### config.mk
export PLATFORM = sky130hd
export DESIGN_NAME = alu_sequencer
export DESIGN_NICKNAME = d
export VERILOG_FILES = /design/src/rtl/alu_seq_pkg.sv /design/src/rtl/seq_dwell_timer.sv /design/src/rtl/alu_sequencer.sv
export SDC_FILE = /design/constraint.sdc
export NUM_CORES = 1
export LEC_CHECK = 0
export ABC_AREA = 1
export CAP_MARGIN = 10
export CORE_ASPECT_RATIO = 1.2
export CORE_UTILIZATION = 48
export CTS_CLUSTER_SIZE = 28
export DETAILED_ROUTE_END_ITERATION = 7
export PLACE_DENSITY = 0.84
export SLEW_MARGIN = 20
export SYNTH_ARGS = -nofsm -noshare
export SYNTH_HDL_FRONTEND = slang
export SYNTH_SLANG_ARGS = --single-unit
### constraint.sdc
create_clock -name clk -period 2.2 [get_ports clk]
set_clock_uncertainty 0.2 [all_clocks]
set_input_delay 0.44 -clock clk [delete_from_list [all_inputs] [get_ports clk]]
set_output_delay 0.44 -clock clk [all_outputs]
set_load 0.02 [all_outputs]
### src/rtl/alu_seq_pkg.sv
`default_nettype none
// ============================================================================
// Module : alu_seq_pkg
// Purpose: Shared types, widths and helpers for the ALU opcode sequencer.
//          Holds the sequencer state encoding, datapath widths and the
//          rotate-left-by-one used when folding results into the signature.
// Rev    : 1.0  initial release
// ============================================================================
package alu_seq_pkg;

  localparam int OP_W    = 3;  // ALU operand / opcode width
  localparam int LED_W   = 6;  // ALU result (LED bus) width
  localparam int NUM_OPS = 8;  // number of opcodes, one mask bit each

  typedef enum logic [2:0] {
    S_IDLE    = 3'd0,
    S_SEEK    = 3'd1,
    S_DRIVE   = 3'd2,
    S_CAPTURE = 3'd3,
    S_DONE    = 3'd4
  } seq_state_t;

  // Rotate left by one bit; the MSB wraps into the LSB.
  function automatic logic [LED_W-1:0] rotl1(input logic [LED_W-1:0] v);
    return {v[LED_W-2:0], v[LED_W-1]};
  endfunction

endpackage
`default_nettype wire

### src/rtl/seq_dwell_timer.sv
`default_nettype none
// ============================================================================
// Module : seq_dwell_timer
// Purpose: Loadable down-counter that measures how long the sequencer holds
//          each opcode on the ALU. Counts down to zero and stops there.
// Ports  : clk, rst      - clock, synchronous active-high reset
//          load, value   - load 'value' into the counter (wins over counting)
//          expired       - high while the count is zero
// Rev    : 1.0  initial release
// ============================================================================
module seq_dwell_timer #(
  parameter int DWELL_W = 4
) (
  input  logic               clk,
  input  logic               rst,
  input  logic               load,
  input  logic [DWELL_W-1:0] value,
  output logic               expired
);

  logic [DWELL_W-1:0] count_q, count_d;

  always_comb begin
    count_d = count_q;
    if (load) begin
      count_d = value;
    end else if (count_q != '0) begin
      count_d = count_q - {{(DWELL_W-1){1'b0}}, 1'b1};
    end
  end

  always_ff @(posedge clk) begin
    if (rst) begin
      count_q <= '0;
    end else begin
      count_q <= count_d;
    end
  end

  assign expired = (count_q == '0);

endmodule
`default_nettype wire

### src/rtl/alu_sequencer.sv
`default_nettype none
// ============================================================================
// Module : alu_sequencer
// Purpose: Drives a combinational 3-bit ALU through every opcode enabled in
//          an 8-bit mask, holding each for a programmable dwell, capturing
//          each 6-bit result and folding it into a rotate/XOR signature.
// Ports  : clk, rst             - clock, synchronous active-high reset
//          start, abort         - begin a sweep (IDLE only) / abandon it
//          a_in, b_in           - operands, latched on accepted start
//          op_mask, dwell       - opcode enables and extra hold cycles
//          alu_a, alu_b, alu_ctrl - registered ALU inputs
//          alu_leds             - combinational ALU result
//          leds_out, signature  - last captured result, running signature
//          busy, done           - sweep in progress, end-of-sweep pulse
// Rev    : 1.0  initial release
// ============================================================================
module alu_sequencer
  import alu_seq_pkg::*;
#(
  parameter int DWELL_W = 4
) (
  input  logic               clk,
  input  logic               rst,
  input  logic               start,
  input  logic               abort,
  input  logic [2:0]         a_in,
  input  logic [2:0]         b_in,
  input  logic [7:0]         op_mask,
  input  logic [DWELL_W-1:0] dwell,
  output logic [2:0]         alu_a,
  output logic [2:0]         alu_b,
  output logic [2:0]         alu_ctrl,
  input  logic [5:0]         alu_leds,
  output logic [5:0]         leds_out,
  output logic [5:0]         signature,
  output logic               busy,
  output logic               done
);

  localparam logic [OP_W-1:0] LAST_OP = OP_W'(NUM_OPS - 1);

  seq_state_t           state_q,  state_d;
  logic [OP_W-1:0]      a_q,      a_d;
  logic [OP_W-1:0]      b_q,      b_d;
  logic [OP_W-1:0]      op_idx_q, op_idx_d;
  logic [NUM_OPS-1:0]   mask_q,   mask_d;
  logic [DWELL_W-1:0]   dwell_q,  dwell_d;
  logic [LED_W-1:0]     leds_q,   leds_d;
  logic [LED_W-1:0]     sig_q,    sig_d;
  logic                 busy_q,   busy_d;
  logic                 done_q,   done_d;

  logic                 timer_load;
  logic                 timer_expired;

  seq_dwell_timer #(
    .DWELL_W (DWELL_W)
  ) u_dwell_timer (
    .clk     (clk),
    .rst     (rst),
    .load    (timer_load),
    .value   (dwell_q),
    .expired (timer_expired)
  );

  always_comb begin
    state_d    = state_q;
    a_d        = a_q;
    b_d        = b_q;
    op_idx_d   = op_idx_q;
    mask_d     = mask_q;
    dwell_d    = dwell_q;
    leds_d     = leds_q;
    sig_d      = sig_q;
    timer_load = 1'b0;

    // Abort outranks everything, including a simultaneous start in IDLE,
    // and suppresses any capture so leds_out/signature keep their values.
    if (abort) begin
      state_d = S_IDLE;
    end else begin
      case (state_q)
        S_IDLE: begin
          if (start) begin
            a_d      = a_in;
            b_d      = b_in;
            mask_d   = op_mask;
            dwell_d  = dwell;
            op_idx_d = '0;
            sig_d    = '0;
            state_d  = S_SEEK;
          end
        end
        S_SEEK: begin
          if (mask_q[op_idx_q]) begin
            timer_load = 1'b1;
            state_d    = S_DRIVE;
          end else if (op_idx_q == LAST_OP) begin
            state_d = S_DONE;
          end else begin
            op_idx_d = op_idx_q + OP_W'(1);
          end
        end
        S_DRIVE: begin
          if (timer_expired) begin
            state_d = S_CAPTURE;
          end
        end
        S_CAPTURE: begin
          leds_d = alu_leds;
          sig_d  = rotl1(sig_q) ^ alu_leds;
          if (op_idx_q == LAST_OP) begin
            state_d = S_DONE;
          end else begin
            op_idx_d = op_idx_q + OP_W'(1);
            state_d  = S_SEEK;
          end
        end
        S_DONE: begin
          state_d = S_IDLE;
        end
        default: begin
          state_d = S_IDLE;
        end
      endcase
    end

    // Status flags are registered copies of the next state so that they
    // line up exactly with the state they describe.
    busy_d = (state_d != S_IDLE);
    done_d = (state_d == S_DONE);
  end

  always_ff @(posedge clk) begin
    if (rst) begin
      state_q  <= S_IDLE;
      a_q      <= '0;
      b_q      <= '0;
      op_idx_q <= '0;
      mask_q   <= '0;
      dwell_q  <= '0;
      leds_q   <= '0;
      sig_q    <= '0;
      busy_q   <= 1'b0;
      done_q   <= 1'b0;
    end else begin
      state_q  <= state_d;
      a_q      <= a_d;
      b_q      <= b_d;
      op_idx_q <= op_idx_d;
      mask_q   <= mask_d;
      dwell_q  <= dwell_d;
      leds_q   <= leds_d;
      sig_q    <= sig_d;
      busy_q   <= busy_d;
      done_q   <= done_d;
    end
  end

  assign alu_a     = a_q;
  assign alu_b     = b_q;
  assign alu_ctrl  = op_idx_q;
  assign leds_out  = leds_q;
  assign signature = sig_q;
  assign busy      = busy_q;
  assign done      = done_q;

endmodule
`default_nettype wire

; Yosys cells after proc, flatten, opt, wreduce, memory -nomap -nowiden
; Cells that the tools add are included.
[word_totals]
in_bits = 28
elab_cells = 54
ff_bits = 42
[classes]
eq_ne = 7
n_addsub = 2
n_lt_le_gt_ge = 1
mux = 20
n_reduce_logical = 11
bitwise = 2
[ops]
columns = operator, count
row1 = two-way mux 3 bit, 9
row2 = one-hot mux 3 bit (4 select lines), 1
row3 = one-hot mux 6 bit (2 select lines), 1
row4 = one-hot mux 3 bit (3 select lines), 1
row5 = two-way mux 4 bit, 2
row6 = equality test 3 x 2 -> 1 bit (second input constant), 2
row7 = equality test 3 bit (second input constant), 2
row8 = two-way mux 6 bit, 1
row9 = AND reduction 3 bit, 2
row10 = nonzero test 3 bit, 2
row11 = XOR 6 bit, 1
row12 = logical NOT 4 bit, 1
row13 = < comparator 3 x 4 -> 1 bit (second input constant), 1
row14 = two-way mux 1 bit, 4
row15 = inequality test 2 bit (second input constant), 2
row16 = AND reduction 4 bit, 1
row17 = nonzero test 2 bit, 2
row18 = nonzero test 4 bit, 1
row19 = subtractor 4 x 1 -> 4 bit (second input constant), 1
row20 = adder 3 x 1 -> 3 bit (second input constant), 1
row21 = binary-select mux 1 bit (select 3 bit), 1
row22 = equality test 3 x 1 -> 1 bit (second input constant), 1
row23 = logical NOT 3 bit, 1
row24 = AND reduction 2 bit, 1
row25 = inverter 1 bit, 1

; Depth between registers and ports, before layout
[logic_depth]
depth_word = 6
ltp_mapped = 12
ltp_nobuf = 12

; Hierarchy
; Synthesis repeated with hierarchy kept, for this count alone.
[unflattened]
cells_unflattened = 267
hier_area_um2 = 1899.3
[modules_own_cells]
columns = module, cells_per_inst, seq_area_each_um2, area_per_inst_um2, n_inst
row1 = alu_sequencer, 227, 760.7, 1651.6, 1
row2 = seq_dwell_timer, 40, 80.1, 247.7, 1

; Worst setup path before layout
; No wires, ideal clock.
[synth_path]
path_type = reg2reg
start = register op_idx_q[0] (netlist: alu_ctrl[0])
end = register op_idx_q[0] (netlist: alu_ctrl[0])
t_arrival_ps = 1373
slack_ps = 511
period_less_slack_ps = 1689
stages_incl_launch_ff = 9
path_cell_list = dfxtp_1 > ha_1 > ha_1 > nand2_1 > o211ai_1 > nor2_2 > nand2_4 > o21ai_0 > nor2_1
[synth_between]
elab_chain_cells = 4
word_cells_on_any_way = 9
cone_classes = 1 x add/sub / 2 x eq/ne / 5 x mux / 1 x reduce/logical
[synth_rtl]
columns = element, line
row1 = "start, declared", alu_sequencer.sv:45  ; logic [OP_W-1:0] op_idx_q, op_idx_d;
row2 = "start signal, assigned", alu_sequencer.sv:150  ; op_idx_q <= op_idx_d;
row3 = adder 3 x 1 -> 3 bit (tied with other cells), "alu_sequencer.sv:101, alu_sequencer.sv:115"
row4 = two-way mux 3 bit / two-way mux 1 bit (equally long branches), "alu_sequencer.sv:98, alu_sequencer.sv:112, alu_sequencer.sv:95"
row5 = two-way mux 3 bit / inequality test 2 bit (equally long branches), -
row6 = one-hot mux 3 bit (3 select lines) / AND reduction 4 bit (equally long branches), -
; Parallel ways exist; a longest one is shown, timed or not. The select of a mux whose other input is x is not followed.
; A chain may end at the register's enable or synchronous reset.

; Worst setup path in the final report
[layout_path]
start = register op_idx_q[0] (netlist: alu_ctrl[0])
end = output alu_ctrl[0]
[layout_rtl]
columns = element, line
row1 = "end, declared", alu_sequencer.sv:32  ; output logic [2:0] alu_ctrl,
; No word-level cell between the ends.

==> run metrics <==
post-CTS setup buffer count 0; worst slew pin tran 0.3327 ns; XOR/XNOR Fraction of Synth Area 1.376%; gr usage total 22.64%; CP Buf/Inv Count 1; H-tree depth 2; RSZ-0062 raised after global routing no; simple-gate share of the synthesized area 30.21%; # DRC 0; register area share after synthesis 44.04%; Via density 4.948; CP Cell Sequence clkdlybuf4s50_1; initial antenna violation count 0; crit path capture type primary output; total grt overflow 0; Detailed Routing Iterations Pass 1 4; clk sink count 42; Crit path largest cell delay 0.67 ns; vias in the first global route 1663; number of CTS-inserted buffers 5; Final Cell Area 2604 sq um; Startpoint Class flop; Clock Path Buffers 2; Die Y 71.09 um; Seq cells post-synth 42; CP Class flop to primary output; Max-cap violations 0; Hold WS 0.2569 ns; mux share of post-synthesis cell area 0%; Worst-Skew Late Latency 0.30 ns; largest family of logic cells by synthesized area simple AND/OR/NAND/NOR gates; first-pass GRT wire length 7134 um; Ant. Diodes 0; layout cells sized above 1 13.87%; Ys Warns 0; worst rel slew slack 77.74%; routed len/inst 12.02 um; Worst IR Drop VDD 0.6272 mV; Worst R2R Setup Slack 0.42 ns; CTS Root Cell clkbuf_8; setup tns final 0 ns; Post-DP Area 2461 sq um; Starting Density 51.28%; Initial DRC Count 91; Layout Nets 340; IO Pins 51; Period minus WS final 2.124 ns; status complete, no violations; Hold Crit Class flop to flop; Worst EP arrival 1.48 ns; post-cts sizing count 0; die area 4235 sq um; Syn Area/Cell 7.517 sq um; routed vias 1791; cell family with most CP delay buffers and inverters; # hold bufs at CTS 0; number of port buffers 50; count of cell types in the netlist 28; post-synthesis cell area 1909 sq um; final setup fails 0; GPL Wtd Cong 0.9211; slowest library cell on the worst path clkdlybuf4s50_1; synth-to-layout area growth 36.37%; largest net degree at the start of global routing 22; Worst Path Max Fanout 9; Post-Synth Adder-Cell Area 1.966%; Synth Net Count 285; core region area 3724 sq um; Post-DP HPWL 3154 um; crit share post-route 96.56%; Slew Viols, Final 0; DRT antenna net count 0; Worst EP required 1.56 ns; Total Power 0.002151 W; DRT Wirelength 4352 um; endpoints failing hold 0; standard-cell rows 24; Die Wd 59.58 um; Leakage 1.080 nW; compound-cell area share of the yosys netlist 14.81%; PwrDens 826.1 nW/um^2; maximum clock rate 470.7 MHz; Gate Count Post-Synth 254; TritonCTS clock tree built; clk slew on worst S/H paths 0.08 ns
==> worst min-delay path: cells and delay by family (launching register included) <==
family | cells | cell delay [ns]
AOI/OAI and AO/OA | 1 | 0.05
buffers and inverters | 1 | 0.06
DFF | 1 | 0.31
==> cells by family after synthesis <==
group | Yosys count
simple gates | 118
compound gates | 55
flops | 42
buf+inv | 33
xor+xnor | 3
fa+ha+maj | 3
==> worst paths after layout <==
path	startpoint	to	cells after the start
setup / recovery	alu_ctrl[0]	alu_ctrl[0]	1
hold / removal	mask_q[7]	mask_q[7]	2
setup reg to reg	alu_ctrl[0]	alu_ctrl[2]	8
hold reg to reg	mask_q[7]	mask_q[7]	2
==> synthesized netlist by cell type, drive strengths merged <==
library cell	count	area share, %
nor2	46	10
dfxtp	42	44
nand2	42	9.8
o21ai	32	8.4
inv	27	5.3
a21oi	19	5.0
nand3	15	4.7
or2	7	2.3
buf	5	2.1
nand4	4	2.1
nor3	4	1.0
ha	3	2.0
xor2	3	1.4
a31oi	2	0.66
a22oi	1	0.39
clkbuf	1	0.20
o211ai	1	0.39
==> layer usage <==
metal / routed length [um] / global-route usage (%)
met1: 1838 / 24.83
met2: 2176 / 38.08
met3: 224 / 6.947
met4: 112 / 12.40
met5: 0 / 0
==> sequential cells by signal, indices dropped and copies added, names as in the netlist <==
signal                 cells
done                       1
leds_out                   6
alu_a                      3
state_q                    3
alu_b                      3
u_dwell_timer.count_q      4
mask_q                     8
busy                       1
signature                  6
alu_ctrl                   3
dwell_q                    4
==> power breakdown <==
part           total, W  internal [W]  switching, W
clock          0.000753      0.000484      0.000269
sequential     0.000879      0.000833     0.0000460
combinational  0.000519      0.000239      0.000280
total           0.00215       0.00156      0.000594
==> metrics by stage <==
| step | std cells | setup WS, ns | utilization [%] |
|---|---|---|---|
| detailed placement | 354 | 0.1320 | 66.10 |
| CTS | 362 | 0.05015 | 69.93 |
| floorplan | 254 | 0.5109 | - |
| finish | 362 | 0.07564 | 69.93 |
| global placement | 354 | 0.1913 | 66.10 |
| global route | 362 | 0.009737 | 69.93 |
==> area by class of cell <==
type | count | area (sq um)
Clock buffer | 6 | 82.58
Clock inverter | 2 | 60.06
Fill cell | 341 | 1120
Inverter | 27 | 101.3
Multi-Input combinational cell | 179 | 923.4
Sequential cell | 42 | 840.8
Tap cell | 52 | 65.06
Timing Repair Buffer | 54 | 530.5
==> placed cells by master, fill, tap and decap left out, drive strengths merged, types with 4 or more instances in the layout <==
cell type	n
a21oi	19
buf	4
clkbuf	6
clkdlybuf4s50	50
dfxtp	42
inv	27
nand2	42
nand3	15
nand4	4
nor2	46
nor3	4
o21ai	32
or2	7
Note: power is estimated with default switching activity, not from simulation.
